[src/rtl/axis_tx_gen_pkg.sv]
// Shared types and helpers for the AXI-Stream frame generator.
package axis_tx_gen_pkg;

    localparam int BYTE_WIDTH = 8;

    typedef enum logic [1:0] {
        IDLE = 2'd0,
        SEND = 2'd1,
        GAP  = 2'd2
    } tx_state_e;

    // Lane mask with the low n bits set; callers truncate to their lane count.
    function automatic logic [63:0] keep_for_bytes(input int n);
        logic [63:0] k;
        k = '0;
        for (int i = 0; i < 64; i++) begin
            k[i] = (i < n);
        end
        return k;
    endfunction

    function automatic int beats_for_len(input int len, input int n);
        return (len + n - 1) / n;
    endfunction

endpackage

[src/rtl/axis_tx_frame_gen.sv]
// Replays a snapshotted byte pattern as AXI-Stream frames with optional
// sequence stamping, inter-frame gap, repeat count and stop request.
module axis_tx_frame_gen
    import axis_tx_gen_pkg::*;
#(
    parameter int TX_BUF_LENGTH  = 64,
    parameter int OUT_DATA_WIDTH = 64,
    parameter int LEN_WIDTH      = $clog2(TX_BUF_LENGTH + 1),
    parameter int GAP_WIDTH      = 16,
    parameter int CNT_WIDTH      = 16,
    parameter int SEQ_BYTES      = 0
) (
    input  logic                                 clk_in,
    input  logic                                 rst_n_in,
    input  logic [TX_BUF_LENGTH*BYTE_WIDTH-1:0]  tx_buf_in,
    input  logic [LEN_WIDTH-1:0]                 cfg_len_in,
    input  logic [GAP_WIDTH-1:0]                 cfg_gap_in,
    input  logic [CNT_WIDTH-1:0]                 cfg_count_in,
    input  logic                                 start_in,
    input  logic                                 stop_in,
    output logic                                 tx_valid_out,
    input  logic                                 tx_ready_in,
    output logic [OUT_DATA_WIDTH-1:0]            tx_data_out,
    output logic [OUT_DATA_WIDTH/BYTE_WIDTH-1:0] tx_keep_out,
    output logic                                 tx_last_out,
    output logic                                 busy_out,
    output logic [CNT_WIDTH-1:0]                 frame_cnt_out,
    output logic [1:0]                           state_dbg_out
);

    localparam int N         = OUT_DATA_WIDTH / BYTE_WIDTH;
    localparam int MAX_BEATS = (TX_BUF_LENGTH + N - 1) / N;
    localparam int PAD_W     = MAX_BEATS * OUT_DATA_WIDTH;
    localparam int BEAT_W    = (MAX_BEATS > 1) ? $clog2(MAX_BEATS) : 1;
    localparam int LANE_W    = $clog2(N + 1);

    tx_state_e              state_q, state_d;
    logic [PAD_W-1:0]       buf_q, buf_d;
    logic [BEAT_W-1:0]      beat_q, beat_d;
    logic [BEAT_W-1:0]      last_beat_q, last_beat_d;
    logic [LANE_W-1:0]      last_bytes_q, last_bytes_d;
    logic [GAP_WIDTH-1:0]   gap_q, gap_d;
    logic [GAP_WIDTH-1:0]   gap_cnt_q, gap_cnt_d;
    logic [CNT_WIDTH-1:0]   count_q, count_d;
    logic [CNT_WIDTH-1:0]   frame_cnt_q, frame_cnt_d;
    logic                   stop_pend_q, stop_pend_d;

    logic                   valid_q, valid_d;
    logic [OUT_DATA_WIDTH-1:0] data_q, data_d;
    logic [N-1:0]           keep_q, keep_d;
    logic                   last_q, last_d;
    logic                   busy_q, busy_d;

    logic                   hs;
    int                     len_eff;
    int                     beats_eff;
    int                     byte_idx;
    logic [OUT_DATA_WIDTH-1:0] beat_word;

    // A beat transfers on a rising edge where valid and ready are both high;
    // once valid is raised, data/keep/last are frozen until that transfer.
    assign hs = valid_q && tx_ready_in;

    always_comb begin
        len_eff = int'(cfg_len_in);
        if (len_eff == 0 || len_eff > TX_BUF_LENGTH) len_eff = TX_BUF_LENGTH;
        if (len_eff < SEQ_BYTES) len_eff = SEQ_BYTES;
        beats_eff = beats_for_len(len_eff, N);
    end

    always_comb begin
        state_d      = state_q;
        buf_d        = buf_q;
        beat_d       = beat_q;
        last_beat_d  = last_beat_q;
        last_bytes_d = last_bytes_q;
        gap_d        = gap_q;
        gap_cnt_d    = gap_cnt_q;
        count_d      = count_q;
        frame_cnt_d  = frame_cnt_q;
        stop_pend_d  = stop_pend_q;
        case (state_q)
            IDLE: begin
                if (start_in) begin
                    state_d      = SEND;
                    buf_d        = PAD_W'(tx_buf_in);
                    beat_d       = '0;
                    last_beat_d  = BEAT_W'(beats_eff - 1);
                    last_bytes_d = LANE_W'(len_eff - (beats_eff - 1) * N);
                    gap_d        = cfg_gap_in;
                    count_d      = cfg_count_in;
                    frame_cnt_d  = '0;
                    stop_pend_d  = 1'b0;
                end
            end
            SEND: begin
                if (stop_in) stop_pend_d = 1'b1;
                if (hs) begin
                    if (beat_q == last_beat_q) begin
                        frame_cnt_d = frame_cnt_q + CNT_WIDTH'(1);
                        beat_d      = '0;
                        if ((count_q != '0 && frame_cnt_d == count_q) || stop_pend_d) begin
                            state_d = IDLE;
                        end else if (gap_q != '0) begin
                            state_d   = GAP;
                            gap_cnt_d = gap_q;
                        end
                    end else begin
                        beat_d = beat_q + BEAT_W'(1);
                    end
                end
            end
            GAP: begin
                if (stop_in) begin
                    state_d = IDLE;
                end else if (gap_cnt_q <= GAP_WIDTH'(1)) begin
                    state_d = SEND;
                end else begin
                    gap_cnt_d = gap_cnt_q - GAP_WIDTH'(1);
                end
            end
            default: state_d = IDLE;
        endcase
    end

    // Outputs are derived from next-state values so the registered beat
    // appears the cycle after start or handshake.
    always_comb begin
        valid_d   = 1'b0;
        data_d    = '0;
        keep_d    = '0;
        last_d    = 1'b0;
        busy_d    = (state_d != IDLE);
        beat_word = '0;
        byte_idx  = 0;
        if (state_d == SEND) begin
            valid_d   = 1'b1;
            beat_word = buf_d[beat_d*OUT_DATA_WIDTH +: OUT_DATA_WIDTH];
            if (beat_d == last_beat_d) begin
                last_d = 1'b1;
                keep_d = N'(keep_for_bytes(int'(last_bytes_d)));
            end else begin
                keep_d = '1;
            end
            for (int j = 0; j < N; j++) begin
                byte_idx = int'(beat_d) * N + j;
                if (byte_idx < SEQ_BYTES) begin
                    data_d[j*BYTE_WIDTH +: BYTE_WIDTH] =
                        BYTE_WIDTH'(frame_cnt_d >> (byte_idx * BYTE_WIDTH));
                end else if (keep_d[j]) begin
                    data_d[j*BYTE_WIDTH +: BYTE_WIDTH] = beat_word[j*BYTE_WIDTH +: BYTE_WIDTH];
                end
            end
        end
    end

    always_ff @(posedge clk_in or negedge rst_n_in) begin
        if (!rst_n_in) begin
            state_q      <= IDLE;
            buf_q        <= '0;
            beat_q       <= '0;
            last_beat_q  <= '0;
            last_bytes_q <= '0;
            gap_q        <= '0;
            gap_cnt_q    <= '0;
            count_q      <= '0;
            frame_cnt_q  <= '0;
            stop_pend_q  <= 1'b0;
            valid_q      <= 1'b0;
            data_q       <= '0;
            keep_q       <= '0;
            last_q       <= 1'b0;
            busy_q       <= 1'b0;
        end else begin
            state_q      <= state_d;
            buf_q        <= buf_d;
            beat_q       <= beat_d;
            last_beat_q  <= last_beat_d;
            last_bytes_q <= last_bytes_d;
            gap_q        <= gap_d;
            gap_cnt_q    <= gap_cnt_d;
            count_q      <= count_d;
            frame_cnt_q  <= frame_cnt_d;
            stop_pend_q  <= stop_pend_d;
            valid_q      <= valid_d;
            data_q       <= data_d;
            keep_q       <= keep_d;
            last_q       <= last_d;
            busy_q       <= busy_d;
        end
    end

    assign tx_valid_out  = valid_q;
    assign tx_data_out   = data_q;
    assign tx_keep_out   = keep_q;
    assign tx_last_out   = last_q;
    assign busy_out      = busy_q;
    assign frame_cnt_out = frame_cnt_q;
    assign state_dbg_out = state_q;

endmodule

[config.mk]
export PLATFORM = sky130hd
export DESIGN_NAME = axis_tx_frame_gen
export DESIGN_NICKNAME = d
export VERILOG_FILES = /design/src/rtl/axis_tx_gen_pkg.sv /design/src/rtl/axis_tx_frame_gen.sv
export SDC_FILE = /design/constraint.sdc
export NUM_CORES = 2
export LEC_CHECK = 0
export BUFFER_PORTS_ARGS = -buffer_cell sky130_fd_sc_hd__buf_4
export CORE_AREA = 2 2 251 253
export DETAILED_ROUTE_END_ITERATION = 6
export DIE_AREA = 0 0 253 255
export PLACE_DENSITY = 0.72
export SYNTH_ARGS = -nofsm -noshare
export SYNTH_HDL_FRONTEND = slang
export SYNTH_SLANG_ARGS = --single-unit
[constraint.sdc]
create_clock -name clk_in -period 5.4 [get_ports clk_in]
set_clock_uncertainty 0.15 [all_clocks]
set_input_delay 0.54 -clock clk_in [delete_from_list [all_inputs] [get_ports clk_in]]
set_output_delay 0.54 -clock clk_in [all_outputs]
set_load 0.01 [all_outputs]
==> impl_metrics.tcl <==
set metrics [dict create \
    syn_inst 3185 \
    ys_async_sr_fraction_pct 100 \
    ys_types 71 \
    insertion_delay_ns 0.61 \
    power_density_nw_per_um2 562 \
    rsz0062_at_grt "false" \
    cts_setup_buffers 0 \
    first_pass_iters 5 \
    dp_hpwl_um 70000 \
    hold_ws_ns 0.0188 \
    synth_warnings 6 \
    hp-class "primary input to flip-flop" \
    synthFlopType "dfrtp_1" \
    mostFrequentLayoutCells "1670 x nand2_1, 665 x buf_4, 664 x dfrtp_1, 294 x dlygate4sd3_1, 106 x mux2i_1" \
    max_freq_mhz 263 \
    maxSlewHeadroom_pct 25.9 \
    drv_slew 0 \
    cts.htree.levels 3 \
    final_common_cell "nand2_1" \
    top_level_ports 649 \
    crit_required_ns 5.70 \
    fin_crit_ns 3.80 \
    via_per_inst 5.44 \
    ys_seq_area_share_pct 55.4 \
    yosys.area.top_type "dfrtp_1" \
    syn-cell-area_um2 30000 \
    ys_ff_latch 664 \
    syn_area_per_cell_um2 9.42 \
    path_class "flip-flop to flip-flop" \
    fp.coreArea_um2 62200 \
    arrival_ns 4.09 \
    initial_core_util_pct 48.3 \
    setup_viol 0 \
    postCtsHoldBufs 294 \
    hold_viol 0 \
    overflow 0 \
    cts_resized 0 \
    tritoncts "done" \
    track_usage_pct 31.8 \
    num-nets-final 4594 \
    grt_pass1_vias 27000 \
    totalWireLength_um 104000 \
    routedWlPerCell_um 21.2 \
    grt_pass1_wl_um 155000 \
    cp_max_fo 67 \
    tightestPinTransition_ns 1.11 \
    min_period_over_period_pct 70.3 \
    synth_top_area_share_pct 55.4 \
    ant_nets 0 \
    irDropWorstVdd_mv 0.335 \
    slowest_delay_ns 0.85 \
    port_buffers 648 \
    grt_max_degree 202 \
    endpoint_kind "flip-flop" \
    p_leak_uw 0.0205 \
    worstPathBufferInverterCount 3 \
    netlist_top_cells_area "dfrtp_1 55%, nand2_1 21%, mux4_2 6.6%, mux2i_1 3.5%, clkbuf_1 1.5%" \
    outcome "complete, no violations" \
    row_count 92 \
    cp_cell_sequence "nor3b_2 -> buf_12 -> buf_4 -> buf_4 -> nand2_1 -> nand2_1 -> mux2i_1 -> mux2_2 -> a2111oi_0" \
    syn2layout_area_growth_pct 35.6 \
    antenna_found_initial 12 \
    cp-start-kind "flip-flop" \
    dieArea_um2 64500 \
    die_y_um 255 \
    dp_slack_ns 1.62 \
    maxCapViolCount 0 \
    clock_sinks 664 \
    syn-num-nets 3746 \
    drive_above_1_share_pct 22.9 \
    ctsRootBufferMaster "clkbuf_16" \
    vias 26600 \
    critPathTopFamily "buffers and inverters" \
    setup-tns-final_ns 0 \
    path_clk_slew_ns 0.06 \
    clk_path_buf_depth 3 \
    fp.dieW_um 253 \
    setup_slack_ns 1.60 \
    remaining_drc_errors 0 \
    critPathSlowestCell "nor3b_2" \
    synth_edf_count 0 \
    drt_iter0_drc 2273 \
    cts_buffers 72 \
    gp_congestion 0.884 \
]
worst min-delay path: stages:
cell     delay (ns)
buf_4          0.09
nand2_1        0.04
nand2_1        0.06
stage by stage:
| step | util (%) | total power [uW] | instance area, um^2 | std cells |
|---|---|---|---|---|
| 2_1_floorplan | - | 14400 | 30000 | 3185 |
| 3_3_place_gp | 57.0 | 17600 | 35400 | 4464 |
| 6_report | 65.4 | 22900 | 40700 | 4894 |
| 4_1_cts | 65.4 | 23000 | 40600 | 4881 |
| 5_1_grt | 65.4 | 24300 | 40700 | 4891 |
| 3_5_place_dp | 57.0 | 17900 | 35400 | 4464 |
per-layer routing:
layer | wire length [um] | part of all wire (%) | track usage (%) | vias up
met4 | 5850 | 5.6 | 17.9 | 2
met1 | 39600 | 38 | 39.2 | 13000
met3 | 7270 | 7.0 | 6.09 | 293
li1 | - | - | - | 12100
met5 | 12 | 0.012 | 0 | -
met2 | 50900 | 49 | 53.0 | 1194
sequential cells by signal (all words and copies together) (netlist names):
| register | count |
|---|---|
| last_bytes_q | 4 |
| tx_keep_out | 8 |
| state_dbg_out | 2 |
| last_beat_q | 3 |
| beat_q | 3 |
| tx_last_out | 1 |
| tx_valid_out | 1 |
| buf_q | 512 |
| busy_out | 1 |
| tx_data_out | 64 |
| frame_cnt_out | 16 |
| gap_q | 16 |
| stop_pend_q | 1 |
| gap_cnt_q | 16 |
| count_q | 16 |
power by group:
part	internal [uW]	switching (uW)	leakage, uW
sequential	7240	930	0.00826
combinational	4090	5830	0.0111
clock	2780	2020	0.00113
kinds of logic (layout without fill, tap and decap cells):
kind of cell,Yosys count,in the layout,share of synthesized area [%]
AND/OR/NAND/NOR,1879,1879,24.6
other,0,13,0
multiplexers,234,234,11.6
adder cells (fa/ha/maj),5,5,0.209
flip-flops,664,664,55.4
AO/OA/AOI/OAI,163,163,4.27
buffers and inverters,214,1111,3.11
XOR/XNOR,26,26,0.759
cell usage after synthesis (all sizes together), types with 5 or more instances:
cell and instances:
clkbuf 120, nand4 8, xnor2 11, a2111oi 43, mux2i 106, inv 15, o221ai 12, o211ai 11
xor2 15, nor2 71, a211oi 9, mux2 40, o31ai 5, o21ai 28, dfrtp 664, mux4 88
ha 5, a21oi 22, nor2b 6, nor3 43, nand2 1670, o311ai 5, buf 79, nor4 17
nand3 23, nand2b 9, or3 12
cell type report:
cell class	instances	area, um^2
Antenna cell	13	32.5
Fill cell	4776	21500
Sequential cell	664	16600
Timing Repair Buffer	973	8210
Multi-Input combinational cell	2307	12500
Clock inverter	13	83.8
Inverter	15	58.8
Tap cell	799	1000
Clock buffer	110	2190
path summary, 6_finish.rpt:
check	startpoint	end	slack, ns	cells after the start
max in group asynchronous	rst_n_in	tx_data_out[25]	3.34	3
setup / recovery	state_dbg_out[0]	tx_data_out[35]	1.60	9
min in group asynchronous	rst_n_in	buf_q[301]	0.49	2
hold / removal	tx_buf_in[184]	buf_q[184]	0.02	3
setup reg to reg	state_dbg_out[0]	tx_data_out[35]	1.60	9
hold reg to reg	buf_q[252]	buf_q[252]	0.32	2
(Power assumes the default switching activity.)
